<file path="config.mk">
export PLATFORM = sky130hd
export DESIGN_NAME = s_lat_arb
export DESIGN_NICKNAME = d
export VERILOG_FILES = /design/src/rtl/s_lat_arb.sv
export SDC_FILE = /design/constraint.sdc
export NUM_CORES = 1
export LEC_CHECK = 0
export BUFFER_PORTS_ARGS = -buffer_cell sky130_fd_sc_hd__buf_2
export CAP_MARGIN = 20
export CORE_MARGIN = 2
export CORE_UTILIZATION = 41
export DETAILED_ROUTE_END_ITERATION = 10
export GPL_TIMING_DRIVEN = 0
export PLACE_DENSITY = 0.82
export SETUP_SLACK_MARGIN = 0.3
export SYNTH_ARGS = -nofsm -noshare
export SYNTH_HDL_FRONTEND = slang
export SYNTH_SLANG_ARGS = --single-unit
</file>
<file path="constraint.sdc">
create_clock -name clk -period 2.09 [get_ports clk]
set_input_delay 0.1045 -clock clk [delete_from_list [all_inputs] [get_ports clk]]
set_output_delay 0.1045 -clock clk [all_outputs]
set_load 0.02 [all_outputs]
</file>
<file path="src/rtl/s_lat_arb.sv">
`default_nettype none
// ============================================================================
//  Module   : s_lat_arb
//  Purpose  : Round-robin arbiter in front of one shared latch register.
//             The winning requester's data is captured into odat. Each
//             capture can be followed by a number of enforced idle cycles
//             (HOLD state) before the next grant is allowed.
//  Revision : 1.0  initial release
// ============================================================================
module s_lat_arb #(
    parameter int              SIZE    = 8,
    parameter int              NREQ    = 4,
    parameter int              HOLD    = 2,
    parameter logic [SIZE-1:0] RST_VAL = {SIZE{1'b0}}
) (
    input  logic                      clk,
    input  logic                      rst,
    input  logic                      freeze,
    input  logic [NREQ-1:0]           req,
    input  logic [NREQ*SIZE-1:0]      idat,
    output logic [NREQ-1:0]           gnt,
    output logic [SIZE-1:0]           odat,
    output logic                      oval,
    output logic [$clog2(NREQ)-1:0]   osrc,
    output logic                      busy
);

    localparam int               c_PW       = $clog2(NREQ);
    localparam logic [0:0]       c_ST_IDLE  = 1'b0;
    localparam logic [0:0]       c_ST_HOLD  = 1'b1;
    // With no idle cycles requested the FSM never leaves IDLE.
    localparam logic [0:0]       c_ST_AFTER = (HOLD > 0) ? c_ST_HOLD : c_ST_IDLE;
    localparam logic [3:0]       c_HOLD_LD  = (HOLD > 0) ? 4'(HOLD - 1) : 4'd0;
    localparam logic [c_PW-1:0]  c_LAST     = c_PW'(NREQ - 1);
    localparam logic [c_PW:0]    c_NREQ_W   = (c_PW + 1)'(NREQ);

    // Registered state
    logic [0:0]       r_state;
    logic [3:0]       r_cnt;
    logic [c_PW-1:0]  r_ptr;
    logic [NREQ-1:0]  r_gnt;
    logic [SIZE-1:0]  r_odat;
    logic             r_oval;
    logic [c_PW-1:0]  r_osrc;

    // Next-state values
    logic [0:0]       w_state_nxt;
    logic [3:0]       w_cnt_nxt;
    logic [c_PW-1:0]  w_ptr_nxt;
    logic [NREQ-1:0]  w_gnt_nxt;
    logic [SIZE-1:0]  w_odat_nxt;
    logic             w_oval_nxt;
    logic [c_PW-1:0]  w_osrc_nxt;

    // Arbitration helpers
    logic [NREQ-1:0]  w_elig;
    logic [c_PW-1:0]  w_rot [NREQ];
    logic [SIZE-1:0]  w_lane [NREQ];
    logic             w_found;
    logic [c_PW-1:0]  w_win;
    logic [SIZE-1:0]  w_win_dat;
    logic             w_cap;

    // A requester granted this cycle is masked so one request yields one grant.
    assign w_elig = req & ~r_gnt;

    // Split the flat data bus into lanes and build the rotated search order
    // starting at the round-robin pointer.
    genvar gi;
    generate
        for (gi = 0; gi < NREQ; gi++) begin : g_lane
            logic [c_PW:0] w_sum;
            assign w_lane[gi] = idat[gi*SIZE +: SIZE];
            assign w_sum      = {1'b0, r_ptr} + (c_PW + 1)'(gi);
            assign w_rot[gi]  = (w_sum >= c_NREQ_W) ? c_PW'(w_sum - c_NREQ_W)
                                                    : w_sum[c_PW-1:0];
        end
    endgenerate

    // Pick the first eligible requester at or after the pointer.
    always_comb begin
        w_found = 1'b0;
        w_win   = '0;
        for (int k = 0; k < NREQ; k++) begin
            if (!w_found && w_elig[w_rot[k]]) begin
                w_found = 1'b1;
                w_win   = w_rot[k];
            end
        end
    end

    // Select only the winner's lane so unselected lanes never reach odat.
    always_comb begin
        w_win_dat = '0;
        for (int i = 0; i < NREQ; i++) begin
            if (w_win == c_PW'(i)) begin
                w_win_dat = w_lane[i];
            end
        end
    end

    assign w_cap = (r_state == c_ST_IDLE) && !freeze && w_found;

    // Next-state and capture decision; freeze only gates the IDLE capture.
    always_comb begin
        w_state_nxt = r_state;
        w_cnt_nxt   = r_cnt;
        w_ptr_nxt   = r_ptr;
        w_gnt_nxt   = '0;
        w_odat_nxt  = r_odat;
        w_oval_nxt  = 1'b0;
        w_osrc_nxt  = r_osrc;
        case (r_state)
            c_ST_IDLE: begin
                if (w_cap) begin
                    w_gnt_nxt   = NREQ'(1) << w_win;
                    w_odat_nxt  = w_win_dat;
                    w_oval_nxt  = 1'b1;
                    w_osrc_nxt  = w_win;
                    w_ptr_nxt   = (w_win == c_LAST) ? '0 : w_win + c_PW'(1);
                    w_state_nxt = c_ST_AFTER;
                    w_cnt_nxt   = c_HOLD_LD;
                end
            end
            c_ST_HOLD: begin
                if (r_cnt == 4'd0) begin
                    w_state_nxt = c_ST_IDLE;
                end else begin
                    w_cnt_nxt = r_cnt - 4'd1;
                end
            end
            default: begin
                w_state_nxt = c_ST_IDLE;
                w_cnt_nxt   = 4'd0;
            end
        endcase
    end

    // State register; reset overrides any capture or countdown.
    always_ff @(posedge clk) begin
        if (rst) begin
            r_state <= c_ST_IDLE;
            r_cnt   <= 4'd0;
            r_ptr   <= '0;
            r_gnt   <= '0;
            r_odat  <= RST_VAL;
            r_oval  <= 1'b0;
            r_osrc  <= '0;
        end else begin
            r_state <= w_state_nxt;
            r_cnt   <= w_cnt_nxt;
            r_ptr   <= w_ptr_nxt;
            r_gnt   <= w_gnt_nxt;
            r_odat  <= w_odat_nxt;
            r_oval  <= w_oval_nxt;
            r_osrc  <= w_osrc_nxt;
        end
    end

    assign gnt  = r_gnt;
    assign odat = r_odat;
    assign oval = r_oval;
    assign osrc = r_osrc;
    assign busy = (r_state == c_ST_HOLD);

endmodule
`default_nettype wire
</file>
# Word-level counts from Yosys, hierarchy flattened
# Cells that the tools add are included.
# word_totals
reg_bits,22
in_bits,39
out_inout_bits,16
wordCells,80
# op_classes
n_addsub,9
magnitude_cmp,8
eq_ne,5
n_shift,1
muxes,31
bitwise,4
n_reduce_logical,15
# ops
cell,count
$mux 8,4
$mux 2,9
$lt 2x3->1 const B,4
$mux 1,10
$ge 3x3->1 const B,3
$bmux 1 s2,4
$mux 4,2
$pmux 4 s2,1
$sub 2x1->2 const B,4
$add 2x2->3 const B,2
$logic_and 1x1->1,5
$and 4x4->4,1
$eq 2x2->1 const B,2
$logic_not 1->1,4
$logic_not 4->1,1
$ne 2x2->1 const B,2
$not 4->4,1
$reduce_and 2->1,2
$shl 1x2->4 const A,1
$sub 4x1->4 const B,1
$add 2x1->3 const B,1
$ge 2x3->1 const B,1
$reduce_or 3->1,1
$add 2x1->2 const B,1
5 further kinds,6

# Longest topological paths before layout
# depth
depth_word,19
mapped_depth,11
depth_no_buf,9

# Worst setup path before layout
# No wires, ideal clock.
# synth_path
path_type,register to register
start,"register r_gnt[0], in the netlist gnt[0]"
end,"register r_odat[0], in the netlist odat[0]"
setup_time_ps,132
arrival_ps,2197
required_time_ps,1958
path_slack_ps,-239
stages_incl_launch_ff,12
n_path_buf,2
synth_period_minus_slack_ps,2329
cell_sequence,dfxtp_1 nand2b_1 o22ai_1 o21ai_1 nor2b_1 ha_1 clkbuf_1 nor2b_1 clkbuf_1 a22oi_1 a211o_1 a21oi_1
# synth_via
elab_chain_len,19
# synth_lines
element,line,text
start: declaration,41,logic [NREQ-1:0] r_gnt;
start signal: assignment,153,r_gnt <= w_gnt_nxt;
$not 4->4 *,65,assign w_elig = req & ~r_gnt;
$and 4x4->4 *,65,
$bmux 1 s2,85,if (!w_found && w_elig[w_rot[k]]) begin
$mux 1 (implied by the code),85,
$mux 1,85,
$logic_not 1->1,85,
$logic_and 1x1->1,85,
$mux 1,85,
(+2 left out),n/a,
$mux 1,85,
$logic_not 1->1,85,
$logic_and 1x1->1,85,
$mux 2 *,85,
net w_win[0],60,logic [c_PW-1:0] w_win;
$logic_not 2->1,96,if (w_win == c_PW'(i)) begin
$mux 8 (3 in a row),96,
$mux 8 *,96,
end signal: assignment,154,r_odat <= w_odat_nxt;
end: declaration,42,logic [SIZE-1:0] r_odat;
# The timed path passes the listed nets; every way through them passes the cells marked *. The select of a mux whose other input is x is not followed.
# A chain may end at the register's enable or synchronous reset.

# Final worst setup path
# layout_path
start,"register r_gnt[3], in the netlist gnt[3]"
end,"register r_odat[1], in the netlist odat[1]"
# layout_via
elab_chain_len,19
# layout_lines
element,line
$not 4->4 *,65
$and 4x4->4 *,65
$bmux 1 s2,85
$mux 1 (implied by the code),85
$mux 1,85
$logic_not 1->1,85
$logic_and 1x1->1,85
$mux 1,85
$logic_not 1->1,85
$logic_and 1x1->1,85
$mux 1,85
$logic_not 1->1,85
$logic_and 1x1->1,85
$mux 2,85
$logic_not 2->1,96
$mux 8 (4 in a row),96
# Mark *: on every way between the ends. The rest lies on a longest branch, timed or not. The select of a mux whose other input is x is not followed.

==> metrics.md <==
| Metric | Value |
|---|---|
| Status | `finished, violations left` |
| Failing checks | `setup timing` |
| Worst-path clk slew | `0.12 ns` |
| Layout cell share with drive strength beyond 1 | `51.90%` |
| RSZ-0062 raised after global routing | `yes` |
| Die width | `58.07 µm` |
| DR DRC count | `0` |
| # setup viols final | `5` |
| CP top delay family | `compound AO/OA/AOI/OAI gates` |
| Final Max Slew Viols | `0` |
| Num rows | `19` |
| Slew Limit Headroom | `67.47%` |
| Seq cells post-synth | `22` |
| Synth Instances | `138` |
| Reg2Reg Setup Slack | `-0.02 ns` |
| Critical path's most frequent cell | `buf_4` |
| P_sw | `0.4658 mW` |
| Largest net degree at the start of global routing | `13` |
| Worst vdd ir | `552.9 µV` |
| Detail Placement HPWL | `2.413 mm` |
| Crit Path Max Fanout | `7` |
| Power Density | `700.9 nW/µm²` |
| Fmax achieved | `473.0 MHz` |
| Yosys top cell by area | `dfxtp_1` |
| Worst r2r dst | `odat[1]` |
| # H-tree levels | `1` |
| Slowest CP cell | `dfxtp_2` |
| Overall Global Routing Usage | `19.50%` |
| First-pass GRT wire length | `5.078 mm` |
| Synth warn | `0` |
| Ant. Diodes | `0` |
| DIE AREA | `3372 µm²` |
| Fin cells | `241` |
| Comb pwr share | `46.0%` |
| Worst Path Buf+Inv | `3` |
| Clock latency on the worst-skew pair | `0.30 ns` |
| Via/cell ratio | `5.573` |
| Hold path start | `rst` |
| Root Buffer Master | `clkbuf_4` |
| Die H | `58.07 µm` |
| Post-route ant nets | `0` |
| First DRT Iteration DRCs | `72` |
| Slowest stage delay, CP | `0.36 ns` |
| Final TNS setup | `-0.07736 ns` |
| Sink Count | `22` |
| Worst-margin pin slew | `0.4879 ns` |
| Initial antenna violation count | `0` |
| Pleak | `0.8189 nW` |
| Port Buffers | `54` |
| Dpl ws | `-0.1089 ns` |
| Initial Util | `43.47%` |
| Final WS setup | `-0.02395 ns` |
| Arr. time, crit path | `2.34 ns` |
| Sequential-to-total area share from yosys stat | `36.74%` |
| Worst Setup Start Kind | `register` |
| CP Depth | `11` |
| Max Root-Sink Buffers | `2` |
| CTS tree | `done` |
| Drt first pass iters | `4` |
| Top post-synthesis cells by area | `dfxtp_1, ha_1, a211o_1` |
| Overall power | `1.283 mW` |
| Syn nets | `182` |
| Crit path time final | `2.114 ns` |
| Hold Path Class | `input pin to register` |
| Core area | `2758 µm²` |
| Gr ovfl total | `0` |
| Critical path data required time | `2.32 ns` |
| Nets | `255` |
| Area delta synth->final | `52.71%` |
| Final hold slack | `0.03428 ns` |
| Hold Crit Depth | `2` |
| WS Path Type | `register to register` |
| Cell Chain, Critical Path | `nand2b_4, a21boi_1, o21ai_2, buf_4, ha_4, buf_8, nor2b_1, buf_4, a22oi_1, a211o_1, a21oi_1` |
| Sw Share | `36.30%` |
| Layout fillers | `228` |
| Avg Inst Size Synth | `8.686 µm²` |
| Drt total wl | `3.633 mm` |
| Clock share of power | `15.0%` |
| CTS Hold Buffers Added | `0` |
| Routed wire length per instance | `15.07 µm` |
| Internal | `0.8173 mW` |
| Final hold vios | `0` |
| Via count | `1,343` |
| Placer Congestion | `0.7155` |
| Skew final | `0.008143 ns` |
| Worst Setup End Kind | `register` |
| WHS Endpoint | `odat[2]` |
| Tcrit/Tclk final | `101.1%` |
| Sequential Power Share | `38.9%` |
| Cell total after placement | `223` |
| Unique masters post-synth | `40` |
| I/O pin count | `55` |
| Max-capacitance violation count | `0` |
| Area share of the largest cell type after synthesis | `36.74%` |
| CTS Buf Count | `3` |
| Worst reg2reg path startpoint | `gnt[3]` |
| R2R depth | `11` |
| Post-synthesis cell area | `1199 µm²` |
| Vias in the first global route | `1,134` |
[worst reg2reg max path: stages (launching register included)]
cell and delay, ns:
dfxtp_2 0.36, nand2b_4 0.16, a21boi_1 0.22, o21ai_2 0.12, buf_4 0.16, ha_4 0.15
buf_8 0.11, nor2b_1 0.09, buf_4 0.17, a22oi_1 0.07, a211o_1 0.28, a21oi_1 0.14
[power by group through the flow]
stage | logic (mW) | registers, mW | clock network (mW)
floorplan | 0.290 | 0.540 | 0
global placement | 0.456 | 0.502 | 0
detailed placement | 0.462 | 0.503 | 0
CTS | 0.504 | 0.498 | 0.199
global route | 0.638 | 0.504 | 0.215
finish | 0.591 | 0.499 | 0.193
[cell usage after synthesis (all sizes together)]
| library cell | number |
|---|---|
| o41a | 1 |
| nor2 | 4 |
| nor3 | 3 |
| a21boi | 1 |
| o22ai | 8 |
| or3 | 1 |
| nand2 | 15 |
| inv | 5 |
| a21o | 1 |
| o41ai | 1 |
| a32o | 1 |
| nand2b | 6 |
| nand3b | 2 |
| or3b | 1 |
| o211ai | 1 |
| clkbuf | 4 |
| o221ai | 1 |
| nor4b | 1 |
| clkinv | 1 |
| o2111ai | 1 |
| a22oi | 7 |
| nor2b | 6 |
| a211o | 7 |
| and4 | 1 |
| a21oi | 12 |
| and2 | 1 |
| ha | 5 |
| nand3 | 5 |
| nand4 | 1 |
| o21ai | 4 |
| a31oi | 1 |
| xor2 | 2 |
| and3 | 1 |
| buf | 2 |
| a311oi | 2 |
| dfxtp | 22 |
[layer usage]
| layer | share of wire (%) | wire [µm] | vias up | track usage (%) |
|---|---|---|---|---|
| li1 | - | - | 663 | - |
| met3 | 5.5 | 199 | 4 | 1.563 |
| met5 | 0 | 0 | - | 0 |
| met1 | 44 | 1586 | 636 | 26.45 |
| met2 | 50 | 1803 | 40 | 32.47 |
| met4 | 1.2 | 44 | 0 | 6.977 |
[per-stage QoR]
step                utilization (%)  instance area [µm²]
global placement              57.40                 1583
global route                  66.38                 1831
detailed placement            57.40                 1583
CTS                           61.30                 1690
finish                        66.38                 1831
floorplan                         -                 1274
[logic make-up after synthesis]
kind of cell | synth area share [%]
compound gates | 29.75
flops | 36.74
buf+inv | 4.488
fa+ha+maj | 5.219
simple gates | 22.34
xor+xnor | 1.462
[cell type report]
cell class | instances | area [µm²] | area share [%]
multi-input cells | 104 | 857.1 | 46.82
plain buffers | 6 | 50.05 | 2.734
inverters | 6 | 22.52 | 1.230
clock buffers | 4 | 26.28 | 1.435
flip-flops and latches | 22 | 460.4 | 25.15
repair buffers | 68 | 375.4 | 20.51
well taps | 31 | 38.79 | 2.119
[sequential cells by signal (all words and copies together), names as in the netlist]
signal,cells
odat,8
gnt,4
r_cnt,4
osrc,2
r_ptr,2
busy,1
oval,1
[worst max-delay path by stage]
stage	startpoint	endpoint	slack [ns]
after floorplan	gnt[0]	odat[0]	0.09
after global placement	gnt[1]	odat[4]	-0.09
after detailed placement	gnt[1]	odat[1]	-0.11
after CTS	gnt[0]	odat[4]	-0.03
after global routing	gnt[0]	odat[4]	-0.17
final	gnt[3]	odat[1]	-0.02
[placed cells by master, fill, tap and decap left out, types with 4 or more instances in the layout]
cell type / synthesis / layout
nand2b_4: 0 / 4
a211o_1: 7 / 7
buf_2: 1 / 55
clkbuf_4: 0 / 4
nor2b_4: 2 / 4
a22oi_1: 7 / 5
a21oi_1: 12 / 9
dfxtp_1: 22 / 16
o22ai_1: 8 / 7
nand3_1: 5 / 4
buf_4: 0 / 15
nand2_1: 15 / 14
dfxtp_4: 0 / 5
[what timing repair did]
item | in CTS | in global routing
pin swaps | 9 | 11
endpoints found under the hold margin | 0 | 0
resized for setup | 10 | 18
setup endpoints to repair | 8 | 9
buffers inserted | 4 | 10
(Power assumes the default switching activity.)
